<file path="src/rtl/ooo_pkg.sv">
// Shared out-of-order core types: common-data-bus lane layout and the payload
// carried from a result producer to the bus.
package ooo_pkg;

  localparam int ROB_W     = 6;
  localparam int DATA_W    = 16;
  localparam int CDB_W     = 23;
  localparam int CDB_LANES = 4;

  localparam int CDB_VALID_BIT = 22;
  localparam int CDB_ROB_MSB   = 21;
  localparam int CDB_ROB_LSB   = 16;
  localparam int CDB_VAL_MSB   = 15;
  localparam int CDB_VAL_LSB   = 0;

  typedef struct packed {
    logic [ROB_W-1:0]  rob;
    logic [DATA_W-1:0] value;
  } cdb_payload_t;

  // Field order gives valid at bit 22, rob at 21:16, value at 15:0.
  typedef struct packed {
    logic              valid;
    logic [ROB_W-1:0]  rob;
    logic [DATA_W-1:0] value;
  } cdb_t;

endpackage

</file>
<file path="src/rtl/cdb_skid_fifo.sv">
// Two-entry skid buffer for one result producer. Head is always entry 0; a
// simultaneous push and pop at count 1 replaces the head with the new entry.
module cdb_skid_fifo
  import ooo_pkg::*;
(
  input  logic         clk,
  input  logic         rst_n,
  input  logic         flush,
  input  logic         push,
  input  logic         pop,
  input  cdb_payload_t din,
  output cdb_payload_t head,
  output logic [1:0]   count,
  output logic         not_full
);

  cdb_payload_t head_q, head_d;
  cdb_payload_t tail_q, tail_d;
  logic [1:0]   count_q, count_d;
  logic         not_full_q, not_full_d;
  logic         do_push, do_pop;

  always_comb begin
    head_d  = head_q;
    tail_d  = tail_q;
    count_d = count_q;
    do_push = push && (count_q != 2'd2);
    do_pop  = pop && (count_q != 2'd0);
    if (flush) begin
      count_d = 2'd0;
    end else begin
      case ({do_push, do_pop})
        2'b10: begin
          if (count_q == 2'd0) head_d = din;
          else                 tail_d = din;
          count_d = count_q + 2'd1;
        end
        2'b01: begin
          head_d  = tail_q;
          count_d = count_q - 2'd1;
        end
        // Only reachable at count 1: the new entry becomes the head.
        2'b11: head_d = din;
        default: ;
      endcase
    end
    not_full_d = (count_d != 2'd2);
  end

  always_ff @(posedge clk or negedge rst_n) begin
    if (!rst_n) begin
      head_q     <= '0;
      tail_q     <= '0;
      count_q    <= 2'd0;
      not_full_q <= 1'b1;
    end else begin
      head_q     <= head_d;
      tail_q     <= tail_d;
      count_q    <= count_d;
      not_full_q <= not_full_d;
    end
  end

  assign head     = head_q;
  assign count    = count_q;
  assign not_full = not_full_q;

endmodule

</file>
<file path="src/rtl/cdb_arbiter.sv">
// Common-data-bus arbiter: one skid buffer per producer, up to four heads
// granted per cycle in round-robin order onto registered lanes A..D.
module cdb_arbiter
  import ooo_pkg::*;
#(
  parameter int NUM_REQ = 6
) (
  input  logic                      clk,
  input  logic                      rst_n,
  input  logic                      flush,
  input  logic [NUM_REQ-1:0]        req_valid,
  input  logic [NUM_REQ*ROB_W-1:0]  req_rob,
  input  logic [NUM_REQ*DATA_W-1:0] req_value,
  output logic [NUM_REQ-1:0]        req_ready,
  output logic [CDB_W-1:0]          forwardA,
  output logic [CDB_W-1:0]          forwardB,
  output logic [CDB_W-1:0]          forwardC,
  output logic [CDB_W-1:0]          forwardD
);

  localparam int PTR_W = $clog2(NUM_REQ);

  logic [NUM_REQ-1:0] push, pop, not_full, nonempty;
  cdb_payload_t       head  [NUM_REQ];
  logic [1:0]         count [NUM_REQ];

  logic [PTR_W-1:0] rr_ptr_q, rr_ptr_d;
  cdb_t [CDB_LANES-1:0] lane_q, lane_d;

  function automatic logic [PTR_W-1:0] wrap_add(input logic [PTR_W-1:0] base, input int off);
    int sum;
    sum = int'(base) + off;
    if (sum >= NUM_REQ) sum = sum - NUM_REQ;
    return PTR_W'(sum);
  endfunction

  assign req_ready = not_full;
  assign push      = req_valid & not_full & ~{NUM_REQ{flush}};

  for (genvar i = 0; i < NUM_REQ; i++) begin : g_fifo
    cdb_payload_t din;
    assign din.rob   = req_rob[i*ROB_W +: ROB_W];
    assign din.value = req_value[i*DATA_W +: DATA_W];

    cdb_skid_fifo u_fifo (
      .clk      (clk),
      .rst_n    (rst_n),
      .flush    (flush),
      .push     (push[i]),
      .pop      (pop[i]),
      .din      (din),
      .head     (head[i]),
      .count    (count[i]),
      .not_full (not_full[i])
    );

    assign nonempty[i] = (count[i] != 2'd0);
  end

  // Rotate so rr_ptr sits at bit 0, then peel off the lowest set bit four times.
  logic [NUM_REQ-1:0]                rot, rem;
  logic [CDB_LANES-1:0]              found;
  logic [CDB_LANES-1:0][PTR_W-1:0]   pos, gidx;

  always_comb begin
    rot = '0;
    for (int k = 0; k < NUM_REQ; k++) begin
      rot[k] = nonempty[wrap_add(rr_ptr_q, k)];
    end
    rem   = rot;
    found = '0;
    pos   = '0;
    gidx  = '0;
    for (int s = 0; s < CDB_LANES; s++) begin
      for (int k = 0; k < NUM_REQ; k++) begin
        if (!found[s] && rem[k]) begin
          found[s] = 1'b1;
          pos[s]   = PTR_W'(k);
        end
      end
      if (found[s]) rem[pos[s]] = 1'b0;
      gidx[s] = wrap_add(rr_ptr_q, int'(pos[s]));
    end
  end

  logic [PTR_W-1:0] last_idx;
  logic             any_grant;

  always_comb begin
    pop       = '0;
    lane_d    = '0;
    last_idx  = rr_ptr_q;
    any_grant = 1'b0;
    for (int s = 0; s < CDB_LANES; s++) begin
      if (found[s]) begin
        pop[gidx[s]]    = 1'b1;
        lane_d[s].valid = 1'b1;
        lane_d[s].rob   = head[gidx[s]].rob;
        lane_d[s].value = head[gidx[s]].value;
        last_idx        = gidx[s];
        any_grant       = 1'b1;
      end
    end
    rr_ptr_d = any_grant ? wrap_add(last_idx, 1) : rr_ptr_q;
    // Flush drops everything in flight but keeps fairness position.
    if (flush) begin
      pop      = '0;
      lane_d   = '0;
      rr_ptr_d = rr_ptr_q;
    end
  end

  always_ff @(posedge clk or negedge rst_n) begin
    if (!rst_n) begin
      rr_ptr_q <= '0;
      lane_q   <= '0;
    end else begin
      rr_ptr_q <= rr_ptr_d;
      lane_q   <= lane_d;
    end
  end

  assign forwardA = lane_q[0];
  assign forwardB = lane_q[1];
  assign forwardC = lane_q[2];
  assign forwardD = lane_q[3];

endmodule

</file>
<file path="config.mk">
export PLATFORM = sky130hd
export DESIGN_NAME = cdb_arbiter
export DESIGN_NICKNAME = d
export VERILOG_FILES = /design/src/rtl/ooo_pkg.sv /design/src/rtl/cdb_skid_fifo.sv /design/src/rtl/cdb_arbiter.sv
export SDC_FILE = /design/constraint.sdc
export NUM_CORES = 1
export LEC_CHECK = 0
export BUFFER_PORTS_ARGS = -buffer_cell sky130_fd_sc_hd__buf_2
export CORE_MARGIN = 5
export CORE_UTILIZATION = 50
export CTS_CLUSTER_SIZE = 12
export DETAILED_ROUTE_END_ITERATION = 12
export GPL_TIMING_DRIVEN = 0
export PLACE_DENSITY = 0.69
export SLEW_MARGIN = 10
export SYNTH_ARGS = -nofsm -noshare
export SYNTH_HDL_FRONTEND = slang
export SYNTH_SLANG_ARGS = --single-unit
export TNS_END_PERCENT = 30
</file>
<file path="constraint.sdc">
create_clock -name clk -period 9.2 [get_ports clk]
set_clock_uncertainty 0.05 [all_clocks]
set_input_delay 1.38 -clock clk [delete_from_list [all_inputs] [get_ports clk]]
set_output_delay 1.38 -clock clk [all_outputs]
set_load 0.005 [all_outputs]
</file>
==> flow_summary.yaml <==
yosys:
  synth_nets: 1888
  yosys_most_used_dff: "dfrtp_1"
  synth_edf_count: 0
  synth_area_per_cell_um2: 12.5
  ys_types: 85
  ys_warn_count: 0
  ys_async_sr_fraction_pct: 100
  synth_seq_area_share_pct: 44.2
  netlist_instances: 1709
  netlist_area_um2: 21400
  synth_seq_cells: 377
clock_tree:
  cts_inserted_buffers: 41
  cts.hold.buffers_added: 0
  clk_pin_slew_ns: 0.06
  cts_resized: 0
  postCtsSetupRepairBufs: 0
  clock_path_buffers: 3
  clkSinkCount: 377
  cts_tree: "built"
  htree_levels: 2
  root_buffer: "clkbuf_16"
  insertion_delay_ns: 0.56
setup_path:
  crit_required_ns: 9.59
  critPathKind: "reg2reg"
  arrival_ns: 8.91
  start_kind: "flip-flop"
  crit_fanout: 16
  crit_path_end_kind: "flip-flop"
  critPathSlowestCell: "dfrtp_1"
  slowest_delay_ns: 0.85
  cp_common_cell: "clkbuf_1"
layout:
  finish.utilization_pct: 58.3
  final_nets: 2172
  area_growth_pct: 15.0
  drive_gt1_share_pct: 42.3
  design_area_um2: 24600
  n_fill_cell: 3457
  instances_no_fill: 2554
  n_antenna_cell: 0
global_route:
  grt_max_degree: 113
  antenna_found_initial: 2
  grt_pass1_wl_um: 102000
  gr-total-overflow: 0
  grt_pass1_vias: 16100
  grt.total_usage_pct: 28.2
timing:
  fin_crit_ns: 8.52
  period_share_pct: 92.6
  maxSlewViolCount: 0
  worst_pin_slew_ns: 1.07
  tns_ns: 0
  rsz0062_at_grt: "false"
  finalHoldViolations: 0
  timing.slew.headroom_pct: 28.0
  finalSetupViolations: 0
  fmax_mhz: 117
drt:
  routed_wl_um: 67000
  antenna_left: 0
  wl_per_cell_um: 26.2
  drc: 0
  routed-via-count: 15900
  drt-pass1-iter-count: 5
  vias_per_cell: 6.23
  drtIter0Drc: 1403
flow_run:
  cap_viol_max_count: 0
floorplan:
  io_pins: 239
  dieArea_um2: 47000
  dieWidth_um: 217
  rows: 75
  fp.dieH_um: 217
  coreArea_um2: 42100
  start_util_pct: 50.7
placement:
  dpl-instance-area_um2: 23300
  dpl.hpwl_um: 51500
  io_buffer_count: 238
  place_inst: 2489
  gp_congestion: 0.971
min_path:
  hold_class: "reg2reg"
run_status:
  status: "finished, final reports clean"
-- per-layer routing --
layer | GRT usage, % | up-vias | routed length, um
li1 | - | 6908 | -
met1 | 40.1 | 8083 | 28400
met2 | 44.2 | 795 | 30700
met3 | 5.50 | 119 | 5730
met4 | 8.86 | 0 | 2140
met5 | 0 | - | 0
-- through the flow --
stage / hold slack, ns / worst slack [ns]
final: 0.450 / 0.679
after global routing: 0.461 / 0.0433
after global placement: 0.431 / -0.367
after CTS: 0.451 / 0.720
after floorplan: 0.424 / 2.59
after detailed placement: 0.438 / 0.791
-- synth_stat cells, types with 6 or more instances --
library cell  number  area (um2)
dfrtp_1          371        9280
mux2_2           339        3820
nor2_1           175         657
a22oi_1           92         691
mux4_2            89        2000
clkbuf_1          81         304
a21oi_1           71         355
mux2_4            60         901
mux2i_1           48         480
inv_1             35         131
ha_1              34         425
nand2_1           32         120
o21ai_0           30         150
buf_1             22        82.6
nor3_1            21         105
xnor2_1           13         114
buf_4             12        90.1
or3_1             10        62.6
a21o_1             9        67.6
buf_6              9         101
buf_2              8        40.0
a211oi_1           7        52.6
nand3_1            7        35.0
or2_2              7        43.8
xor2_1             7        61.3
dfstp_2            6         158
-- path summary, 6_finish.rpt --
| kind | start | endpoint | slack [ns] | depth (start not counted) |
|---|---|---|---|---|
| worst min-delay path | g_fifo[0].u_fifo.tail_q[14]$_DFFE_PN0P_ | g_fifo[0].u_fifo.tail_q[14]$_DFFE_PN0P_ | 0.45 | 1 |
| worst max register to register | rr_ptr_q[1]$_DFFE_PN0P_ | g_fifo[4].u_fifo.head[8]$_DFFE_PN0P_ | 0.68 | 29 |
| max in group asynchronous | rst_n | g_fifo[3].u_fifo.head[11]$_DFFE_PN0P_ | 7.02 | 3 |
| worst min register to register | g_fifo[0].u_fifo.tail_q[14]$_DFFE_PN0P_ | g_fifo[0].u_fifo.tail_q[14]$_DFFE_PN0P_ | 0.45 | 1 |
| min in group asynchronous | rst_n | forwardA[22]$_DFF_PN0_ | 0.77 | 1 |
| worst max-delay path | rr_ptr_q[1]$_DFFE_PN0P_ | g_fifo[4].u_fifo.head[8]$_DFFE_PN0P_ | 0.68 | 29 |
-- cell families after synthesis --
family	Yosys count	share of synthesized area (%)
multiplexers	536	33.7
flip-flops	377	44.2
AND/OR/NAND/NOR	300	6.43
AO/OA/AOI/OAI	270	8.87
buffers and inverters	167	3.51
adder cells (fa/ha/maj)	38	2.37
XOR/XNOR	21	0.896
-- critical path: cells and delay by family, from the launching register on --
kind                     cells  cell delay, ns
adder cells (fa/ha/maj)      4            1.16
XOR/XNOR                     1            0.24
AO/OA/AOI/OAI                7            1.32
flip-flops                   1            0.85
AND/OR/NAND/NOR              5            1.05
buffers and inverters        9            2.80
multiplexers                 3            0.90
-- state kept, by name, indices dropped and copies added, names as in the netlist --
register,count
forwardB,23
g_fifo.u_fifo.not_full,6
g_fifo.u_fifo.head,132
forwardD,23
forwardC,23
g_fifo.u_fifo.count,12
rr_ptr_q,3
g_fifo.u_fifo.tail_q,132
forwardA,23
-- cell type report --
class	count	area (um2)	share of cell area (%)
sequential	377	9440	38.4
timing repair buffer	241	1280	5.23
multi-input combinational	1165	11200	45.5
clock buffer	55	1140	4.64
clock inverter	10	101	0.413
tap	539	674	2.74
buffer	132	618	2.52
inverter	35	131	0.535
-- cells in the final DEF, fill, tap and decap left out, drive strengths merged, types with 4 or more instances in the layout --
cell	synthesis	routed
a311oi	4	4
dfrtp	371	371
or2	9	9
mux2	399	399
buf	51	292
a31oi	6	6
a211oi	8	8
a21oi	72	72
a22oi	93	93
inv	35	36
a21o	9	9
nand2b	5	5
and3	5	5
nor2b	4	4
nor3b	4	4
nand2	34	34
nand4	4	4
nor3	22	22
clkinv	0	5
xor2	8	8
nand3	7	7
mux4	89	89
xnor2	13	13
o21ai	33	33
o31ai	7	7
fa	4	4
dfstp	6	6
ha	34	34
mux2i	48	48
or3	10	10
nor2	180	180
nand3b	4	4
clkbuf	81	136
Power is not shown: default switching activity piles up to over one toggle a cycle in this logic, so the estimate is an artifact.
